### src/rtl/bcd_pkg.sv
// Shared constants and FSM state encoding for the BCD serialiser.
package bcd_pkg;
    localparam int DIGIT_W = 4;
    localparam int BCD_MAX = 9;

    typedef logic [1:0] state_t;
    localparam state_t ST_IDLE  = 2'd0;
    localparam state_t ST_SHIFT = 2'd1;
    localparam state_t ST_GAP   = 2'd2;
endpackage

### src/rtl/bcd_serial_tx_if.sv
// Digit handshake plus serial outputs of the BCD serialiser.
interface bcd_serial_tx_if;
    import bcd_pkg::*;

    logic [DIGIT_W-1:0] din;
    logic               din_valid;
    logic               din_ready;
    logic               x;
    logic               frame;
    logic               busy;
    logic               bcd_err;

    modport master (
        output din, din_valid,
        input  din_ready, x, frame, busy, bcd_err
    );

    modport slave (
        input  din, din_valid,
        output din_ready, x, frame, busy, bcd_err
    );
endinterface

### src/rtl/bcd_fifo2.sv
// Two-entry digit FIFO; simultaneous push and pop allowed whenever not full.
module bcd_fifo2
    import bcd_pkg::*;
(
    input  logic               clk,
    input  logic               rst_n,
    input  logic               push,
    input  logic               pop,
    input  logic [DIGIT_W-1:0] din,
    output logic [DIGIT_W-1:0] dout,
    output logic               full,
    output logic               empty
);
    logic [DIGIT_W-1:0] mem [2];
    logic               wp, rp;
    logic [1:0]         cnt;

    assign full  = (cnt == 2'd2);
    assign empty = (cnt == 2'd0);
    assign dout  = mem[rp];

    always_ff @(posedge clk or negedge rst_n) begin
        if (!rst_n) begin
            mem[0] <= '0;
            mem[1] <= '0;
            wp     <= 1'b0;
            rp     <= 1'b0;
            cnt    <= 2'd0;
        end else begin
            if (push) begin
                mem[wp] <= din;
                wp      <= ~wp;
            end
            if (pop) rp <= ~rp;
            case ({push, pop})
                2'b10:   cnt <= cnt + 2'd1;
                2'b01:   cnt <= cnt - 2'd1;
                default: cnt <= cnt;
            endcase
        end
    end
endmodule

### src/rtl/bcd_serial_tx.sv
// Parallel BCD digit to serial bit stream with optional inter-digit idle gap.
// Build option: BCD_SERIAL_TX_BCD_CHECK_EN drops digits above 9 and pulses bcd_err.
module bcd_serial_tx
    import bcd_pkg::*;
#(
    parameter int MSB_FIRST  = 1,
    parameter int GAP_CYCLES = 0
) (
    input  logic           clk,
    input  logic           rst_n,
    bcd_serial_tx_if.slave bus
);
    localparam logic [1:0] GAP_LAST = (GAP_CYCLES > 0) ? 2'(GAP_CYCLES - 1) : 2'd0;

    state_t             state;
    logic [1:0]         cnt;
    logic [1:0]         gcnt;
    logic [DIGIT_W-1:0] sr;
    logic [DIGIT_W-1:0] shifted;
    logic [DIGIT_W-1:0] head;
    logic               bit_out;
    logic               take, push, pop, full, empty, seq_end;

    assign take = bus.din_valid && bus.din_ready;

`ifdef BCD_SERIAL_TX_BCD_CHECK_EN
    logic bad, err_q;
    assign bad  = (bus.din > DIGIT_W'(BCD_MAX));
    assign push = take && !bad;

    always_ff @(posedge clk or negedge rst_n) begin
        if (!rst_n) err_q <= 1'b0;
        else        err_q <= take && bad;
    end
    assign bus.bcd_err = err_q;
`else
    assign push        = take;
    assign bus.bcd_err = 1'b0;
`endif

    bcd_fifo2 u_fifo (
        .clk   (clk),
        .rst_n (rst_n),
        .push  (push),
        .pop   (pop),
        .din   (bus.din),
        .dout  (head),
        .full  (full),
        .empty (empty)
    );

    // End of a digit (or of its trailing gap): the next queued digit may start here.
    assign seq_end = ((state == ST_SHIFT) && (cnt == 2'd3) && (GAP_CYCLES == 0)) ||
                     ((state == ST_GAP) && (gcnt == GAP_LAST));
    assign pop     = !empty && ((state == ST_IDLE) || seq_end);

    assign shifted = (MSB_FIRST != 0) ? {sr[DIGIT_W-2:0], 1'b0} : {1'b0, sr[DIGIT_W-1:1]};
    assign bit_out = (MSB_FIRST != 0) ? sr[DIGIT_W-1] : sr[0];

    assign bus.din_ready = !full;
    assign bus.x         = (state == ST_SHIFT) && bit_out;
    assign bus.frame     = (state == ST_SHIFT) && (cnt == 2'd0);
    assign bus.busy      = (state != ST_IDLE);

    always_ff @(posedge clk or negedge rst_n) begin
        if (!rst_n) begin
            state <= ST_IDLE;
            cnt   <= 2'd0;
            gcnt  <= 2'd0;
            sr    <= '0;
        end else begin
            case (state)
                ST_IDLE: begin
                    if (pop) begin
                        sr    <= head;
                        cnt   <= 2'd0;
                        state <= ST_SHIFT;
                    end
                end
                ST_SHIFT: begin
                    cnt <= cnt + 2'd1;
                    sr  <= shifted;
                    if (cnt == 2'd3) begin
                        if (GAP_CYCLES > 0) begin
                            state <= ST_GAP;
                            gcnt  <= 2'd0;
                        end else if (pop) begin
                            sr  <= head;
                            cnt <= 2'd0;
                        end else begin
                            state <= ST_IDLE;
                        end
                    end
                end
                ST_GAP: begin
                    gcnt <= gcnt + 2'd1;
                    if (seq_end) begin
                        if (pop) begin
                            sr    <= head;
                            cnt   <= 2'd0;
                            state <= ST_SHIFT;
                        end else begin
                            state <= ST_IDLE;
                        end
                    end
                end
                default: state <= ST_IDLE;
            endcase
        end
    end
endmodule

### src/flat_wrapper.sv
// flat-port wrapper written by rule: the top's interface ports become plain ports
module bcd_serial_tx_flat import bcd_pkg::*;
#(
    parameter int MSB_FIRST  = 1,
    parameter int GAP_CYCLES = 0
)
  (clk, rst_n, bus_din, bus_din_valid, bus_din_ready, bus_x, bus_frame, bus_busy, bus_bcd_err);
  bcd_serial_tx_if bus_i ();
  input  logic clk;
  input  logic rst_n;
  input wire logic [$bits(bus_i.din)-1:0] bus_din;
  input wire logic [$bits(bus_i.din_valid)-1:0] bus_din_valid;
  output wire logic [$bits(bus_i.din_ready)-1:0] bus_din_ready;
  output wire logic [$bits(bus_i.x)-1:0] bus_x;
  output wire logic [$bits(bus_i.frame)-1:0] bus_frame;
  output wire logic [$bits(bus_i.busy)-1:0] bus_busy;
  output wire logic [$bits(bus_i.bcd_err)-1:0] bus_bcd_err;
  assign bus_i.din = bus_din;
  assign bus_i.din_valid = bus_din_valid;
  assign bus_din_ready = bus_i.din_ready;
  assign bus_x = bus_i.x;
  assign bus_frame = bus_i.frame;
  assign bus_busy = bus_i.busy;
  assign bus_bcd_err = bus_i.bcd_err;
  bcd_serial_tx #(.MSB_FIRST(MSB_FIRST), .GAP_CYCLES(GAP_CYCLES)) u_core (.clk(clk), .rst_n(rst_n), .bus(bus_i));
endmodule
### config.mk
export PLATFORM = sky130hd
export DESIGN_NAME = bcd_serial_tx_flat
export DESIGN_NICKNAME = d
export VERILOG_FILES = /design/src/rtl/bcd_pkg.sv /design/src/rtl/bcd_serial_tx_if.sv /design/src/rtl/bcd_fifo2.sv /design/src/rtl/bcd_serial_tx.sv /design/src/flat_wrapper.sv
export SDC_FILE = /design/constraint.sdc
export NUM_CORES = 1
export LEC_CHECK = 0
export CAP_MARGIN = 25
export CELL_PAD_IN_SITES_DETAIL_PLACEMENT = 1
export CELL_PAD_IN_SITES_GLOBAL_PLACEMENT = 1
export CORE_MARGIN = 2
export CORE_UTILIZATION = 48
export CTS_CLUSTER_DIAMETER = 40
export DETAILED_ROUTE_END_ITERATION = 16
export DONT_BUFFER_PORTS = 1
export MAX_ROUTING_LAYER = met4
export PLACE_DENSITY = 0.86
export RECOVER_POWER = 50
export SKIP_CTS_REPAIR_TIMING = 1
export SYNTH_ARGS = -nofsm -noshare
export SYNTH_HDL_FRONTEND = slang
export SYNTH_SLANG_ARGS = --single-unit
### constraint.sdc
create_clock -name clk -period 1.8 [get_ports clk]
set_input_delay 0.09 -clock clk [delete_from_list [all_inputs] [get_ports clk]]
set_output_delay 0.09 -clock clk [all_outputs]
set_load 0.01 [all_outputs]
==> flow_results.org <==
** Worst setup path
- The critical path in this run is classified as flop to flop.
- Cell type group with the largest total delay on the critical path :: adder cells
- Sort of element at the start of the critical path :: flop
- Among all stages on the critical path, the largest delay is contributed by dfrtp_1.
- The number of buffers and inverters on the critical path is 1.
- In this run the worst setup path begins at u_core.cnt[0].
- In this run the worst setup path terminates at u_core.u_fifo.cnt[1].
- Worst Reg2Reg Path Length in Cells :: 6
- Worst reg2reg startpoint :: u_core.cnt[0]
- Chain of cells forming the critical path :: ha_1, inv_1, a21oi_1, ha_1, nor2_1, xor2_1
- Element type at the critical path end :: flop
- In this run the register-to-register setup slack is 0.14 ns.
- Max FO, Critical Path :: 4
- By instance count, the cell type seen most on the critical path is ha_1.
- Worst path depth :: 6
- Required @ worst endpoint :: 2.01 ns
- In this run the critical register-to-register path is captured at u_core.u_fifo.cnt[1].
- Largest stage delay, worst path :: 0.41 ns
- Data arrival time of the worst path :: 1.88 ns

** Job
- Maximum capacitance violations :: 0

** Finish
- In the final layout, the share of cells above drive strength 1 is 22.47%.
- Most common library cell in the layout ignoring fill and taps :: dfrtp_1
- Net count reported at finish :: 100
- Fill cell instance count of the final layout :: 219
- The repair_antennas step left the layout with diodes totalling 0.
- The area growth from synthesis to layout is 10.60%.
- In the layout the commonest cells are 19 x dfrtp_1, 8 x mux2_2, 8 x o21ai_0.

** Route
- Wire per inst :: 15.10 µm
- DRC violation count after routing :: 0
- Across all layers, the routed design uses 596 vias.
- Average vias per placed instance :: 5.138
- After the first detailed-routing iteration, the DRC count stood at 3.
- Detailed-route wire length :: 1752 µm
- The pre-antenna-repair detailed-routing pass consisted of 4 iterations.
- The count of nets left with antenna violations once routing finished came out at 0.

** Pwr
- For this design the static power due to leakage is 0.4763 nW.
- IR analysis of the VDD net gives a maximum drop of 853.3 µV.
- Dividing total power by cell area gives a power density of 1779 nW/µm².
- Summed over all nets, the switching power comes to 0.7037 mW.
- Overall power after layout :: 1.881 mW
- Flop pwr share :: 44.8%
- Net switching is 37.42% of the power.
- Combinational Power Share :: 44.0%
- Share of power burned in the clock network :: 11.3%
- The internal portion of the total power is 1.177 mW.

** Global routing
- Global-route wire length before repair :: 2980 µm
- In the global route stage, met3 resource usage came out at 3.086%.
- Entering global routing, the biggest net connects 20 pins.
- Number of global-route vias before repair :: 626
- In the global route stage, met2 resource usage came out at 24.43%.
- Overall global routing resource usage :: 16.64%
- Antenna violations before repair :: 0
- Summed over all layers, the global routing overflow is 0.
- In this run the most used layer during global routing was met2.
- For met1 alone, demand over resource in global routing was 23.28%.

** Timing
- On the final layout, the worst clock skew is 0.007127 ns.
- The count of final max-slew check failures was 0.
- Setup slack on the critical path of the routed design comes to 0.1367 ns.
- Final-report setup violation count :: 0
- Slew of the pin with the lowest slew margin :: 0.8481 ns
- The total count of hold-check failures in the final report came to 0.
- For this run, the top clock speed supported by timing is 601.2 MHz.
- In this run the tightest slew margin relative to its limit is 43.27%.
- Time the final worst path needs with I/O delays and setup :: 1.663 ns
- Share of the cycle needed by the critical path after routing :: 92.41%

** Floorplanning
- I/O pin count :: 12
- The die covers 2364 µm².
- Effective utilization at floorplan :: 49.74%
- Row generation in the floorplan step produced 16 rows.
- The total area inside the core boundary comes to 1922 µm².
- From left edge to right edge, the die measures 48.63 µm.
- Vertical extent of the die :: 48.63 µm

** Logic synthesis
- Synth cell types :: 24
- Average size of a mapped cell :: 11.80 µm²
- Counting flops and latches in the post-synthesis netlist gives 19.
- Synthesis handed over a netlist of 81 instances.
- Post-synth design cell area :: 955.9 µm²
- Net Count, Synth :: 91
- For this run, the register share of the synthesized area comes to 49.74%.
- Count of warnings emitted by yosys :: 0

** Clock network
- CTS placed an instance of clkbuf_4 at the clock tree root.
- Clock sink total :: 19
- Number of CTS-inserted buffers :: 3
- Clock Tree Buf Depth :: 2
- Clock slew at reported path FFs :: 0.11 ns
- Number of H-tree levels :: 1
- Clock latency at the later pin of the worst-skew pair :: 0.29 ns
- TritonCTS built the clock tree.

** Outcome
- The run finished with clean final reports.

** Place
- Routability-driven placement finished with a final weighted congestion of 0.7309.
- Detailed placement HPWL :: 1290 µm
- Before CTS, the worst setup slack after placement is 0.1875 ns.
- Port bufs :: 0

** Hold path
- The worst hold path begins at bus_din_valid.
- The path class of the tightest hold or removal check is primary input to flop.
-- metal layers --
| layer | wire length, µm | up-vias |
|---|---|---|
| met5 | 0 | - |
| met3 | 44 | 2 |
| met1 | 832 | 292 |
| met4 | 9 | 0 |
| li1 | - | 292 |
| met2 | 866 | 10 |
-- final cells by class --
class	count	area, µm²	share of cell area, %
clock buffer	4	26.28	2.485
inverter	4	15.01	1.420
multi-input combinational	54	435.4	41.18
sequential	19	475.5	44.97
tap	27	33.78	3.195
timing repair buffer	8	71.32	6.746
-- how the worst min path moves through the flow --
stage / end / slack, ns / cells after the start
2_1_floorplan: u_core.cnt[0] / -0.21 / 0
3_3_place_gp: u_core.cnt[0] / -0.21 / 0
3_5_place_dp: u_core.cnt[1] / -0.21 / 0
4_1_cts: u_core.state[0] / -0.53 / 0
5_1_grt: u_core.u_fifo.mem[3] / 0.08 / 2
6_report: u_core.u_fifo.mem[3] / 0.07 / 2
-- cells in the mapped netlist (all sizes together) --
master	number	area share [%]
dfrtp	19	50
mux2	12	16
o21ai	8	4.2
nand2	7	2.7
inv	4	1.6
a31oi	3	2.0
buf	3	2.7
ha	3	3.9
nand3	3	2.1
nor4b	3	2.7
xnor2	3	2.7
and2	2	1.3
nor2	2	0.79
xor2	2	1.8
a21oi	1	0.52
and3b	1	1.3
clkbuf	1	0.39
conb	1	0.39
nand2b	1	1.4
o21a	1	0.79
o21ba	1	1.0
-- sequential cells by signal, summed over array words and instances (netlist names) --
name	cells
u_core.u_fifo.wp	1
u_core.u_fifo.mem	8
u_core.state	1
u_core.sr	4
u_core.u_fifo.cnt	2
u_core.u_fifo.rp	1
u_core.cnt	2
-- power by group through the flow --
stage,combinational [mW],sequential [mW],clock (mW)
6_report,0.827,0.842,0.212
5_1_grt,0.934,0.880,0.234
4_1_cts,0.824,0.841,0.215
3_5_place_dp,0.816,0.852,0
3_3_place_gp,0.771,0.833,0
2_1_floorplan,0.753,0.750,0
-- through the flow --
stage               cells  cell area, µm²  setup TNS, ns  util, %  hold WS (ns)
global route          116            1057     -0.0002129    55.01       0.08127
detailed placement    106           974.7              0    50.72       -0.2053
global placement      106           974.7              0    50.72       -0.2052
floorplan              81           955.9              0        -       -0.2056
CTS                   110            1001              0    52.08       -0.5284
finish                116            1057              0    55.01       0.07094
-- cell families after synthesis --
kind of cell               Yosys count  share of synthesized area [%]
DFF                                 19                          49.74
and+or+nand+nor                     19                          12.44
AOI/OAI and AO/OA                   14                          8.508
muxes                               12                          15.71
buffers and inverters                8                          4.711
xor gates and xnor gates             5                          4.582
adders and majority gates            3                          3.927
other                                1                         0.3923
Power figures use the tool's default switching activity.
